`src/rtl/pc_fetch_ctrl.sv`:
```
// Program-counter sequencer for the multi-cycle RV32I core: runs the fetch
// handshake, selects the next PC on retirement and counts retired instructions.
module pc_fetch_ctrl #(
    parameter logic [31:0] TRAP_VECTOR    = 32'h0000_0100,
    parameter int unsigned TIMEOUT_CYCLES = 16
) (
    input  logic        clk,
    input  logic        reset,
    input  logic [31:0] pc,
    output logic [31:0] next_pc,
    output logic        imem_req,
    output logic [31:0] imem_addr,
    input  logic        imem_ack,
    input  logic [31:0] imem_rdata,
    output logic [31:0] instr,
    output logic        instr_valid,
    input  logic        exec_done,
    input  logic        redirect,
    input  logic [31:0] redirect_target,
    input  logic        halt_req,
    output logic        misalign_trap,
    output logic        bus_error,
    output logic        halted,
    output logic [31:0] instret
);

    localparam int TW = (TIMEOUT_CYCLES > 1) ? $clog2(TIMEOUT_CYCLES + 1) : 1;

    typedef enum logic [1:0] {
        S_FETCH = 2'd0,
        S_EXEC  = 2'd1,
        S_HALT  = 2'd2
    } state_t;

    state_t        state_q, state_d;
    logic [31:0]   instr_q, instr_d;
    logic [31:0]   instret_q, instret_d;
    logic          instr_valid_q, instr_valid_d;
    logic          misalign_q, misalign_d;
    logic          bus_error_q, bus_error_d;
    logic [TW-1:0] tcnt_q, tcnt_d;
    logic          timeout_hit;

    // True while the current FETCH cycle is the last one allowed before giving up.
    assign timeout_hit = (TIMEOUT_CYCLES != 0) && (tcnt_q == TW'(TIMEOUT_CYCLES - 1));

    always_comb begin
        state_d       = state_q;
        instr_d       = instr_q;
        instret_d     = instret_q;
        instr_valid_d = 1'b0;
        misalign_d    = 1'b0;
        bus_error_d   = bus_error_q;
        tcnt_d        = tcnt_q;
        next_pc       = pc;
        imem_req      = 1'b0;

        case (state_q)
            S_FETCH: begin
                imem_req = 1'b1;
                if (imem_ack) begin
                    instr_d       = imem_rdata;
                    instr_valid_d = 1'b1;
                    tcnt_d        = '0;
                    state_d       = S_EXEC;
                end else if (timeout_hit) begin
                    bus_error_d = 1'b1;
                    tcnt_d      = '0;
                    state_d     = S_HALT;
                end else begin
                    tcnt_d = tcnt_q + TW'(1);
                end
            end
            S_EXEC: begin
                if (exec_done) begin
                    instret_d = instret_q + 32'd1;
                    if (halt_req) begin
                        state_d = S_HALT;
                    end else begin
                        state_d = S_FETCH;
                        if (redirect) begin
                            if (redirect_target[1:0] == 2'b00) begin
                                next_pc = redirect_target;
                            end else begin
                                next_pc    = TRAP_VECTOR;
                                misalign_d = 1'b1;
                            end
                        end else begin
                            next_pc = pc + 32'd4;
                        end
                    end
                end
            end
            S_HALT: begin
            end
            default: begin
                state_d = S_FETCH;
            end
        endcase

        // Reset is asynchronous, so the bus request must drop in the same cycle.
        if (reset) begin
            imem_req = 1'b0;
            next_pc  = pc;
        end
    end

    always_ff @(posedge clk or posedge reset) begin
        if (reset) begin
            state_q       <= S_FETCH;
            instr_q       <= '0;
            instret_q     <= '0;
            instr_valid_q <= 1'b0;
            misalign_q    <= 1'b0;
            bus_error_q   <= 1'b0;
            tcnt_q        <= '0;
        end else begin
            state_q       <= state_d;
            instr_q       <= instr_d;
            instret_q     <= instret_d;
            instr_valid_q <= instr_valid_d;
            misalign_q    <= misalign_d;
            bus_error_q   <= bus_error_d;
            tcnt_q        <= tcnt_d;
        end
    end

    assign imem_addr     = pc;
    assign halted        = (state_q == S_HALT);
    assign instr         = instr_q;
    assign instr_valid   = instr_valid_q;
    assign misalign_trap = misalign_q;
    assign bus_error     = bus_error_q;
    assign instret       = instret_q;

endmodule

```
`config.mk`:
```
export PLATFORM = sky130hd
export DESIGN_NAME = pc_fetch_ctrl
export DESIGN_NICKNAME = d
export VERILOG_FILES = /design/src/rtl/pc_fetch_ctrl.sv
export SDC_FILE = /design/constraint.sdc
export NUM_CORES = 1
export LEC_CHECK = 0
export ABC_AREA = 0
export BUFFER_PORTS_ARGS = -buffer_cell sky130_fd_sc_hd__buf_2
export CAP_MARGIN = 20
export CORE_MARGIN = 5
export CORE_UTILIZATION = 50
export CTS_CLUSTER_DIAMETER = 80
export DETAILED_ROUTE_END_ITERATION = 10
export PLACE_DENSITY_LB_ADDON = 0.1
export SETUP_SLACK_MARGIN = 0.4
export SLEW_MARGIN = 10
export SYNTH_ARGS = -nofsm -noshare
export SYNTH_HDL_FRONTEND = slang
export SYNTH_SLANG_ARGS = --single-unit
```
`constraint.sdc`:
```
create_clock -name clk -period 4.4 [get_ports clk]
set_input_delay 0.44 -clock clk [delete_from_list [all_inputs] [get_ports clk]]
set_output_delay 0.44 -clock clk [all_outputs]
set_load 0.1 [all_outputs]
```
## Yosys cells after proc, flatten, opt, wreduce, memory -nomap -nowiden

Cells that the tools add are included.

| storage, ports and cells | value |
|---|---|
| flip-flop bits (word level) | 74 |
| latch bits | 0 |
| bits in writable memories | 0 |
| bits in read-only memories | 0 |
| input bits | 102 |
| output and inout port bits | 133 |
| word-level logic and storage cells | 45 |
| memories kept | 0 |

| operators by class | value |
|---|---|
| $add $sub $neg | 3 |
| $mul | 0 |
| divide/modulo/power cells | 0 |
| order comparisons | 0 |
| equal/unequal tests | 5 |
| shift operators | 0 |
| multiplexer cells | 22 |
| bitwise operators | 2 |
| reductions and logical operators | 6 |

Operators by type and width:

| kind | number |
|---|---|
| $mux 32 | 6 |
| $add 32x1->32 const B | 1 |
| $add 32x3->32 const B | 1 |
| $mux 5 | 2 |
| $mux 1 | 9 |
| $mux 2 | 4 |
| $pmux 2 s3 | 1 |
| $reduce_and 3->1 | 2 |
| $add 5x1->5 const B | 1 |
| $eq 5x4->1 const B | 1 |
| $logic_not 2->1 | 2 |
| $reduce_and 2->1 | 2 |
| $ne 3x3->1 const B | 1 |
| $eq 2x1->1 const B | 1 |
| $eq 2x2->1 const B | 1 |
| $ne 2x2->1 const B | 1 |
| $not 1->1 | 2 |

## Logic depth before layout (Yosys ltp)

Gate-level depths: netlist (run 1).

| logic depth | value |
|---|---|
| word-level depth | 7 |
| gate-level depth with buffers | 7 |
| gate-level depth less buffers | 6 |

## Worst setup path after synthesis (run 1)

No wires, ideal clock.

| path | value |
|---|---|
| kind | input -> output |
| start | input redirect |
| end | output next_pc[9] |
| arrival | 3.595 ns |
| data required time | 3.960 ns |
| path slack | 0.365 ns |
| stages on the path | 6 |
| buffers on the path | 2 |
| path through | clkbuf_1 -> clkinv_1 -> nor3_2 -> buf_2 -> a22oi_1 -> o21ai_0 |

| between the ends | value |
|---|---|
| longest elaborated chain between the ends | 5 |

RTL lines:

| item | RTL line | text |
|---|---|---|
| start, declared | 18 | `input logic redirect,` |
| $mux 32 | 81 | `if (redirect) begin` |
| $mux 32 | 77 | `if (halt_req) begin` |
| $mux 32 | 75 | `if (exec_done) begin` |
| $mux 32 | 58 | `case (state_q)` |
| $mux 32 | 102 | `if (reset) begin` |
| end, declared | 10 | `output logic [31:0] next_pc,` |

No other way between the ends.

## Worst setup path in the final report (run 1)

| path | value |
|---|---|
| start | register state_q[1] |
| end | output next_pc[24] |

| between the ends | value |
|---|---|
| longest elaborated chain between the ends | 3 |

RTL lines:

| item | RTL line | text |
|---|---|---|
| start, declared | 35 | `state_t state_q, state_d;` |
| start signal, assigned | 118 | `state_q <= state_d;` |
| $eq 2x1->1 | 58 |  |
| $mux 32 | 58 |  |
| $mux 32 | 102 |  |

No other way between the ends.

==> results.sh, run 1 <==
export IMPL_status="completed"
export IMPL_finalSetupViolations=0
export IMPL_first_pass_iters=5
export IMPL_grt_pass1_vias=4431
export IMPL_die_w_um=106
export IMPL_drive_above_1_share=0.439
export IMPL_syn_cell_area_mm2=0.00458
export IMPL_reg2reg_to="instret[28]$_DFFE_PP0P_"
export IMPL_fin_area_mm2=0.00580
export IMPL_dieHeight_um=106
export IMPL_synth_seq_cells=74
export IMPL_path_clk_slew_ps=80
export IMPL_async_flop_share=1.00
export IMPL_crit_chain="nand3b_4, or3_1, buf_4, nor3_1, mux2i_1, nand3_1, buf_2"
export IMPL_synthDistinctLibCells=55
export IMPL_diodes=0
export IMPL_crit_path_end_kind="output pin"
export IMPL_cp_slowest_stage_delay_ps=560
export IMPL_endpoint="next_pc[24]"
export IMPL_clock_skew_ps=9.88
export IMPL_rows=35
export IMPL_coreArea_mm2=0.00906
export IMPL_synth_seq_area_share=0.405
export IMPL_antenna_found_initial=0
export IMPL_num_io_pins=235
export IMPL_worst_slew_pin_slew_ps=735
export IMPL_root_buffer="clkbuf_8"
export IMPL_synth_avg_cell_area_um2=9.38
export IMPL_worstPathArrival_ps=2670
export IMPL_clk_latency_ps=340
export IMPL_initial_core_util=0.505
export IMPL_total_power_w=0.00390
export IMPL_place_area_mm2=0.00561
export IMPL_power_density_mw_per_mm2=672
export IMPL_grt_first_pass_wirelength_mm=21.1
export IMPL_maxSlewViolCount=0
export IMPL_start_kind="flop"
export IMPL_yosysWarningCount=0
export IMPL_dp_cells=786
export IMPL_cts_buffer_depth=2
export IMPL_drv_cap=0
export IMPL_post_drt_wl_per_cell_um=16.1
export IMPL_slew_headroom=0.506
export IMPL_htreeDepth=3
export IMPL_grt_start_max_net_pins=61
export IMPL_cts_resized=0
export IMPL_required_ps=3960
export IMPL_cp_startpoint="state_q[1]$_DFFE_PP0P_"
export IMPL_grt_usage=0.230
export IMPL_rr_worst_depth=5
export IMPL_grt_overflow=0
export IMPL_r2r_start="instret[10]$_DFFE_PP0P_"
export IMPL_first_iter_violations=144
export IMPL_crit_path_top_delay_cell="or3_1"
export IMPL_crit_buf_inv=2
export IMPL_leakage_nw=2.90
export IMPL_vdd_drop_max_mv=0.380
export IMPL_min_delay_path_class="input port to asynchronous set/reset pin"
export IMPL_wl_mm=12.9
export IMPL_port_buffers=234
export IMPL_crit_cells=7
export IMPL_crit_family="simple AND/OR/NAND/NOR gates"
export IMPL_ctsHoldBuffers=0
export IMPL_drcViolationCount=0
export IMPL_synth_ff_type="dfrtp_1"
export IMPL_reg2reg_slack_ps=2480
export IMPL_nets=791
export IMPL_syn_nets=593
export IMPL_drtAntennaViolNets=0
export IMPL_final_cells=801
export IMPL_synth_edf_count=0
export IMPL_hpwl_mm=10.2
export IMPL_cts_buffers=9
export IMPL_syn_inst=488
export IMPL_hold_viol=0
export IMPL_fp_dieArea_mm2=0.0112
export IMPL_routabilityCongestion=0.854
export IMPL_via_count=4396
export IMPL_viasPerCell=5.49
export IMPL_cts_tree="yes"
export IMPL_worst_path_max_fanout=33
export IMPL_postCtsSetupBuffers=0
export IMPL_fmax_mhz=322
export IMPL_clkSinkCount=74
export IMPL_finalSetupTns_ps=0
export IMPL_rsz0062_at_grt="false"
export IMPL_period_needed_ps=3110
export IMPL_area_growth_pct=26.7
export IMPL_post_route_period_util=0.706
export IMPL_path_class="flop to output pin"
[kinds of logic after synthesis]
group                    Yosys count  synth area share
multiplexers                      38            0.0924
XOR/XNOR                          32            0.0613
AO/OA/AOI/OAI                     96             0.130
AND/OR/NAND/NOR                  179             0.221
flip-flops                        74             0.405
buffers and inverters             66            0.0829
adder cells (fa/ha/maj)            3           0.00820
[through the flow]
| stage | setup WS (ps) | util | hold WS, ps |
|---|---|---|---|
| floorplan | 402 | - | 458 |
| global placement | 1390 | 0.618 | 442 |
| detailed placement | 1370 | 0.618 | 444 |
| CTS | 1250 | 0.639 | 79.1 |
| global route | 1130 | 0.639 | 96.6 |
| finish | 1290 | 0.639 | 86.8 |
[metal layers]
layer | vias up | GRT usage | routed length (um)
met5 | - | 0 | 0
met4 | 0 | 0.0842 | 295
met3 | 20 | 0.0539 | 1030
met2 | 198 | 0.400 | 6420
met1 | 2050 | 0.277 | 5170
li1 | 2128 | - | -
[placed cells by master, fill, tap and decap left out, drive strengths merged, types with 3 or more instances in the layout]
| master | count |
|---|---|
| a21o | 3 |
| a21oi | 17 |
| a22o | 3 |
| a22oi | 8 |
| a31oi | 5 |
| a41oi | 3 |
| and3 | 8 |
| and4 | 5 |
| buf | 240 |
| clkbuf | 9 |
| clkinv | 3 |
| dfrtp | 74 |
| ha | 3 |
| inv | 13 |
| mux2 | 34 |
| mux2i | 4 |
| nand2 | 37 |
| nand3 | 28 |
| nand4 | 19 |
| nor2 | 34 |
| nor2b | 6 |
| nor3 | 18 |
| nor3b | 3 |
| nor4 | 7 |
| o21ai | 40 |
| o2bb2ai | 3 |
| or3 | 4 |
| xnor2 | 21 |
| xor2 | 11 |
[where the power goes]
| part | switching (W) | leakage [nW] | internal, W | total (W) |
|---|---|---|---|---|
| Combinational | 0.00197 | 1.86 | 0.000416 | 0.00238 |
| Clock | 0.000253 | 0.0917 | 0.000261 | 0.000513 |
| Sequential | 0.000123 | 0.944 | 0.000875 | 0.000998 |
[layout make-up]
type | count | area (um^2)
fill | 826 | 3270
tap | 111 | 139
clock buffer | 9 | 124
timing repair buffer | 240 | 1220
inverter | 13 | 48.8
clock inverter | 6 | 67.6
sequential | 74 | 1850
multi-input combinational | 348 | 2350
[cells in the mapped netlist (14+ instances only)]
cell      instances  share of area
a21oi_1          17          0.019
nor3_1           15          0.016
nand4_1          18          0.025
buf_4            33          0.054
nand3_1          28          0.031
dfrtp_1          74           0.40
nand2_1          37          0.030
mux2_2           34          0.084
nor2_1           33          0.027
o21ai_0          40          0.044
xnor2_1          21          0.040
clkbuf_1         14          0.011
[how the worst min path moves through the flow]
| stage | depth (start not counted) | endpoint |
|---|---|---|
| global route | 2 | instr[25]$_DFFE_PP0P_ |
| detailed placement | 1 | bus_error$_DFFE_PP0P_ |
| global placement | 1 | bus_error$_DFFE_PP0P_ |
| floorplan | 1 | tcnt_q[4]$_DFFE_PP0P_ |
| finish | 2 | instr[25]$_DFFE_PP0P_ |
| CTS | 2 | instr[31]$_DFFE_PP0P_ |
[state kept, by name (all words and copies together), names as in the netlist]
signal / flops
misalign_trap: 1
tcnt_q: 5
instret: 32
bus_error: 1
instr_valid: 1
instr: 32
state_q: 2
No activity file was read; power rests on OpenSTA's default activity.
==> run 2, diff against run 1 <==
--- a/config.mk
+++ b/config.mk
@@ -9,7 +9,7 @@
 export BUFFER_PORTS_ARGS = -buffer_cell sky130_fd_sc_hd__buf_2
 export CAP_MARGIN = 20
 export CORE_MARGIN = 5
-export CORE_UTILIZATION = 50
+export CORE_UTILIZATION = 46
 export CTS_CLUSTER_DIAMETER = 80
 export DETAILED_ROUTE_END_ITERATION = 10
 export PLACE_DENSITY_LB_ADDON = 0.1
==> constraint.sdc (replaced) <==
create_clock -name clk -period 2.96 [get_ports clk]
set_input_delay 0.296 -clock clk [delete_from_list [all_inputs] [get_ports clk]]
set_output_delay 0.296 -clock clk [all_outputs]
set_load 0.1 [all_outputs]
==> run 2 against run 1 <==
Against the previous run:
- clock skew shrank 4.3 ps
- clock-buffer cell count is 1 higher
- critical endpoint is now next_pc[25]
- sequential share of layout area shrank 2.9 points
- utilization grew 1.5 points
- global-route usage down 0.088 points
- cell count grew 4.2%
- first-iteration DRC count fell by 23%
- worst setup slack got worse by 820 ps
==> results.sh, run 2 (same netlist as run 1, synthesis figures left out) <==
export IMPL_initial_core_util=0.470
export IMPL_filler_cell_count=840
export IMPL_holdWs_ps=3.80
export IMPL_area_growth_pct=39.2
export IMPL_post_route_period_util=0.840
export IMPL_hold_viol=0
export IMPL_worst_slew_pin_slew_ps=487
export IMPL_fp_dieArea_mm2=0.0120
export IMPL_reg2reg_to="instret[29]$_DFFE_PP0P_"
export IMPL_finalSetupTns_ps=0
export IMPL_start_kind="flop"
export IMPL_crit_path_end_kind="output pin"
export IMPL_grt_usage=0.229
export IMPL_dieHeight_um=110
export IMPL_worstPathArrival_ps=2190
export IMPL_rsz0062_at_grt="true"
export IMPL_leakage_nw=3.12
export IMPL_viasPerCell=5.40
export IMPL_num_io_pins=235
export IMPL_reg2reg_slack_ps=990
export IMPL_path_class="flop to output pin"
export IMPL_port_buffers=234
export IMPL_ctsHoldBuffers=0
export IMPL_drcViolationCount=0
export IMPL_drive_above_1_share=0.481
export IMPL_coreArea_mm2=0.00973
export IMPL_clk_latency_ps=330
export IMPL_status="completed"
export IMPL_fmax_mhz=402
export IMPL_clkSinkCount=74
export IMPL_r2r_start="state_q[1]$_DFFE_PP0P_"
export IMPL_period_needed_ps=2490
export IMPL_grt_first_pass_wirelength_mm=21.9
export IMPL_first_pass_iters=7
export IMPL_wl_mm=13.9
export IMPL_layout_commonest_cell="buf_2"
export IMPL_worst_path_max_fanout=8
export IMPL_finalSetupViolations=0
export IMPL_die_w_um=110
export IMPL_nets=804
export IMPL_root_buffer="clkbuf_8"
export IMPL_htreeDepth=3
export IMPL_first_iter_violations=111
export IMPL_cp_startpoint="state_q[1]$_DFFE_PP0P_"
export IMPL_maxSlewViolCount=0
export IMPL_grt_start_max_net_pins=51
export IMPL_via_count=4510
export IMPL_min_delay_path_class="input port to asynchronous set/reset pin"
export IMPL_grt_pass1_vias=4612
export IMPL_cts_buffer_depth=2
export IMPL_multi_input_area_mm2=0.00244
export IMPL_rows=36
export IMPL_drv_cap=0
export IMPL_routabilityCongestion=0.842
export IMPL_diodes=0
export IMPL_mostFrequentLayoutCells="buf_2, dfrtp_1, nand2_1, mux2_2, nor2_1"
export IMPL_vdd_drop_max_mv=0.842
export IMPL_path_clk_slew_ps=70
export IMPL_post_drt_wl_per_cell_um=16.7
export IMPL_antenna_found_initial=0
export IMPL_cts_tree="yes"
export IMPL_slew_headroom=0.672
export IMPL_rr_worst_depth=6
export IMPL_required_ps=2660
export IMPL_grt_overflow=0
export IMPL_power_density_mw_per_mm2=919
export IMPL_cts_buffers=9
export IMPL_drtAntennaViolNets=0
export IMPL_clock_skew_ps=5.60
export IMPL_ff_latch_area_mm2=0.00185
export IMPL_hpwl_mm=10.8
-- run 2: layer usage --
metal  part of all wire  global-route usage  vias up
met5                  0                   0        -
met4              0.014              0.0757        0
met3              0.084              0.0611       13
met2               0.51               0.408      185
met1               0.39               0.267     2151
li1                   -                   -     2161
-- run 2: how the worst max path moves through the flow --
stage,slack [ps],cells past startpoint,endpoint
4_1_cts,440,5,next_pc[25]
2_1_floorplan,-120,6,next_pc[18]
3_5_place_dp,380,6,next_pc[13]
5_1_grt,360,7,next_pc[21]
6_report,470,5,next_pc[25]
3_3_place_gp,460,6,next_pc[13]
-- run 2: layout make-up --
type | instances | share of cell area
tap | 133 | 0.0261
timing repair buffer | 252 | 0.268
clock inverter | 4 | 0.00314
inverter | 13 | 0.00766
clock buffer | 10 | 0.0216
multi-input combinational | 349 | 0.383
sequential | 74 | 0.291
-- run 2: worst max-delay path: stages, from the launching register on --
cell	delay [ps]
dfrtp_1	380
nand3b_4	200
or3_4	470
or4_1	510
nand3_2	130
buf_12	180
-- run 2: repair_timing --
| item | CTS | global route |
|---|---|---|
| pin swaps | 1 | 0 |
| gates resized for setup | 4 | 2 |
| setup buffers | 3 | 3 |
| gates cloned | 1 | 0 |
| endpoints found under the setup margin | 25 | 8 |
-- run 2: per-stage QoR --
| stage | instances | instance area (um^2) | setup WS (ps) | power (W) | util |
|---|---|---|---|---|---|
| floorplan | 488 | 4650 | -124 | 0.00453 | - |
| global placement | 814 | 6140 | 464 | 0.00516 | 0.632 |
| detailed placement | 814 | 6140 | 383 | 0.00521 | 0.632 |
| CTS | 832 | 6340 | 438 | 0.00589 | 0.652 |
| global route | 835 | 6370 | 362 | 0.00610 | 0.655 |
| finish | 835 | 6370 | 475 | 0.00585 | 0.655 |
-- run 2: report_power, final --
group | leakage (nW) | switching [W] | internal [W]
registers | 0.943 | 0.000177 | 0.00130
clock network | 0.0875 | 0.000330 | 0.000312
logic | 2.09 | 0.00299 | 0.000735
==> run 3, diff against run 2 <==
--- a/config.mk
+++ b/config.mk
@@ -5,11 +5,11 @@
 export SDC_FILE = /design/constraint.sdc
 export NUM_CORES = 1
 export LEC_CHECK = 0
-export ABC_AREA = 0
+export ABC_AREA = 1
 export BUFFER_PORTS_ARGS = -buffer_cell sky130_fd_sc_hd__buf_2
 export CAP_MARGIN = 20
 export CORE_MARGIN = 5
-export CORE_UTILIZATION = 46
+export CORE_UTILIZATION = 44
 export CTS_CLUSTER_DIAMETER = 80
 export DETAILED_ROUTE_END_ITERATION = 10
 export PLACE_DENSITY_LB_ADDON = 0.1
==> constraint.sdc (replaced) <==
create_clock -name clk -period 2.19 [get_ports clk]
set_input_delay 0.219 -clock clk [delete_from_list [all_inputs] [get_ports clk]]
set_output_delay 0.219 -clock clk [all_outputs]
set_load 0.1 [all_outputs]
==> run 3 against run 2 <==
Against the previous run:
- via count rose by 29%
- clock skew rose by 2.5 ps
- critical endpoint is now next_pc[8]
- final area rose by 28%
- wire length grew 30%
==> results.sh, run 3 <==
export IMPL_grt_overflow=0
export IMPL_period_needed_ps=2100
export IMPL_via_count=5836
export IMPL_dieHeight_um=119
export IMPL_worst_path_max_fanout=8
export IMPL_drive_above_1_share=0.395
export IMPL_crit_path_top_delay_cell="dfrtp_1"
export IMPL_num_io_pins=235
export IMPL_path_class="flop to output pin"
export IMPL_yosysWarningCount=0
export IMPL_final_cells=1169
export IMPL_synthDistinctLibCells=43
export IMPL_start_kind="flop"
export IMPL_synthTopCellsByArea="dfrtp_1, nand2_1, nor2_1"
export IMPL_maxSlewViolCount=0
export IMPL_dr_wl_met2_mm=8.51
export IMPL_first_pass_iters=5
export IMPL_cpMostUsedCell="buf_12"
export IMPL_post_route_period_util=0.957
export IMPL_syn_cell_area_mm2=0.00526
export IMPL_cts_buffer_depth=2
export IMPL_coreArea_mm2=0.0119
export IMPL_synth_avg_cell_area_um2=6.65
export IMPL_crit_chain="inv_2, nand2_4, nor2_8, nand3_4, inv_8, buf_12, nand4_1, o221ai_4, buf_12"
export IMPL_layout_commonest_cell="nand2_1"
export IMPL_grt_start_max_net_pins=75
export IMPL_yosys_area_top_type_share=0.352
export IMPL_slew_headroom=0.380
export IMPL_clock_skew_ps=8.13
export IMPL_synth_seq_area_share=0.352
export IMPL_wl_met1_mm=7.72
export IMPL_required_ps=1970
export IMPL_nets=1122
export IMPL_first_iter_violations=336
export IMPL_status="completed"
export IMPL_syn_inst=791
export IMPL_total_power_w=0.00858
export IMPL_port_buffers=234
export IMPL_setup_slack_ps=94.1
export IMPL_initial_core_util=0.443
export IMPL_synthSimpleGateAreaFrac=0.398
export IMPL_diodes=0
export IMPL_path_clk_slew_ps=50
export IMPL_cp_slowest_stage_delay_ps=390
export IMPL_drcViolationCount=0
export IMPL_vdd_drop_max_mv=1.19
export IMPL_fmax_mhz=477
export IMPL_leakage_nw=4.16
export IMPL_finalSetupViolations=0
export IMPL_hpwl_mm=13.7
export IMPL_post_drt_wl_per_cell_um=15.5
export IMPL_synth_ff_type="dfrtp_1"
export IMPL_synth_compound_area_frac=0.0833
export IMPL_rows=40
export IMPL_ctsHoldBuffers=0
export IMPL_power_density_mw_per_mm2=1050
export IMPL_post_place_ws_ps=128
export IMPL_synth_xor_area_share=0.0416
export IMPL_synth_edf_count=0
export IMPL_route_met3_wl_mm=1.64
export IMPL_finalSetupTns_ps=0
export IMPL_clk_latency_ps=340
export IMPL_antenna_found_initial=0
export IMPL_die_w_um=119
export IMPL_synth_area_leader_cell="dfrtp_1"
export IMPL_async_flop_share=1.00
export IMPL_min_delay_path_class="input port to flop"
export IMPL_syn_nets=896
export IMPL_grt_first_pass_wirelength_mm=28.4
export IMPL_synthAdderAreaFrac=0.00714
export IMPL_hold_viol=0
export IMPL_worst_slew_pin_slew_ps=930
export IMPL_grt_pass1_vias=5615
export IMPL_rsz0062_at_grt="true"
export IMPL_drtAntennaViolNets=0
export IMPL_mostFrequentLayoutCells="nand2_1, buf_2, nor2_1, dfrtp_1, inv_1"
export IMPL_wl_mm=18.1
export IMPL_post_route_util=0.689
export IMPL_cts_tree="yes"
export IMPL_dp_cells=1134
export IMPL_top_layer="met4"
export IMPL_area_growth_pct=55.4
export IMPL_muxShareOfSynthArea=0
export IMPL_fp_dieArea_mm2=0.0142
export IMPL_synth_top_family_by_area="simple AND/OR/NAND/NOR gates"
export IMPL_grt_usage=0.250
export IMPL_synth_seq_cells=74
export IMPL_crit_path_end_kind="output pin"
export IMPL_clkSinkCount=74
export IMPL_yosysMostFrequentCell="nand2_1"
export IMPL_cts_buffers=9
export IMPL_worstPathArrival_ps=1880
export IMPL_viasPerCell=4.99
export IMPL_htreeDepth=3
export IMPL_routabilityCongestion=0.932
export IMPL_drv_cap=0
export IMPL_root_buffer="clkbuf_16"
export IMPL_synth_common_cells="nand2_1, nor2_1, dfrtp_1, inv_1, nand3_1"
-- run 3: cells by family (layout without fill, tap and decap cells) --
family	count (synthesis)	count (layout)
adder cells (fa/ha/maj)	3	3
XOR/XNOR	25	25
flip-flops	74	74
AND/OR/NAND/NOR	494	494
AO/OA/AOI/OAI	70	70
buffers and inverters	125	356
-- run 3: stage by stage --
step                      hold slack, ps  area [um^2]
after floorplan                      292         5780
after CTS                           46.9         8000
after global placement               395         7340
after global routing                67.8         8170
final                               62.1         8170
after detailed placement             402         7340
-- run 3: critical path: cells and delay by family (launching register included) --
kind	cells	cell delay, ps
buffers and inverters	4	570
and+or+nand+nor	4	450
DFF	1	390
AOI/OAI and AO/OA	1	120
-- run 3: routing by layer --
metal,track usage,up-vias
met5,0,-
met4,0.0694,0
met3,0.0741,15
met2,0.405,238
met1,0.324,2664
li1,-,2919
-- run 3: path summary, 6_finish.rpt --
kind	startpoint	endpoint	slack, ps	cells past startpoint
max in group asynchronous	reset	instret[1]$_DFFE_PP0P_	1280	3
min	halt_req	misalign_trap$_DFF_PP0_	60	2
max reg2reg	state_q[1]$_DFFE_PP0P_	instret[30]$_DFFE_PP0P_	350	10
min reg2reg	instr[18]$_DFFE_PP0P_	instr[18]$_DFFE_PP0P_	470	2
max	state_q[1]$_DFFE_PP0P_	next_pc[8]	90	9
min in group asynchronous	reset	instret[28]$_DFFE_PP0P_	280	3
-- run 3: timing repair --
| action | in CTS | in global routing |
|---|---|---|
| pin swaps | 10 | 7 |
| endpoints found under the setup margin | 32 | 41 |
| cloned | 3 | 0 |
| buffers inserted | 12 | 4 |
| resized for setup | 42 | 44 |
-- run 3: area by class of cell --
cell class / instances / area (um^2)
Fill cell: 1089 / 3690
Clock buffer: 13 / 260
Sequential cell: 74 / 1860
Clock inverter: 3 / 46.3
Multi-Input combinational cell: 592 / 3480
Tap cell: 147 / 184
Timing Repair Buffer: 265 / 2040
Inverter: 75 / 303
-- run 3: power breakdown --
| group | internal, W | switching (W) | total, W |
|---|---|---|---|
| Clock | 0.000949 | 0.000570 | 0.00152 |
| Combinational | 0.000980 | 0.00409 | 0.00507 |
| Sequential | 0.00174 | 0.000245 | 0.00198 |
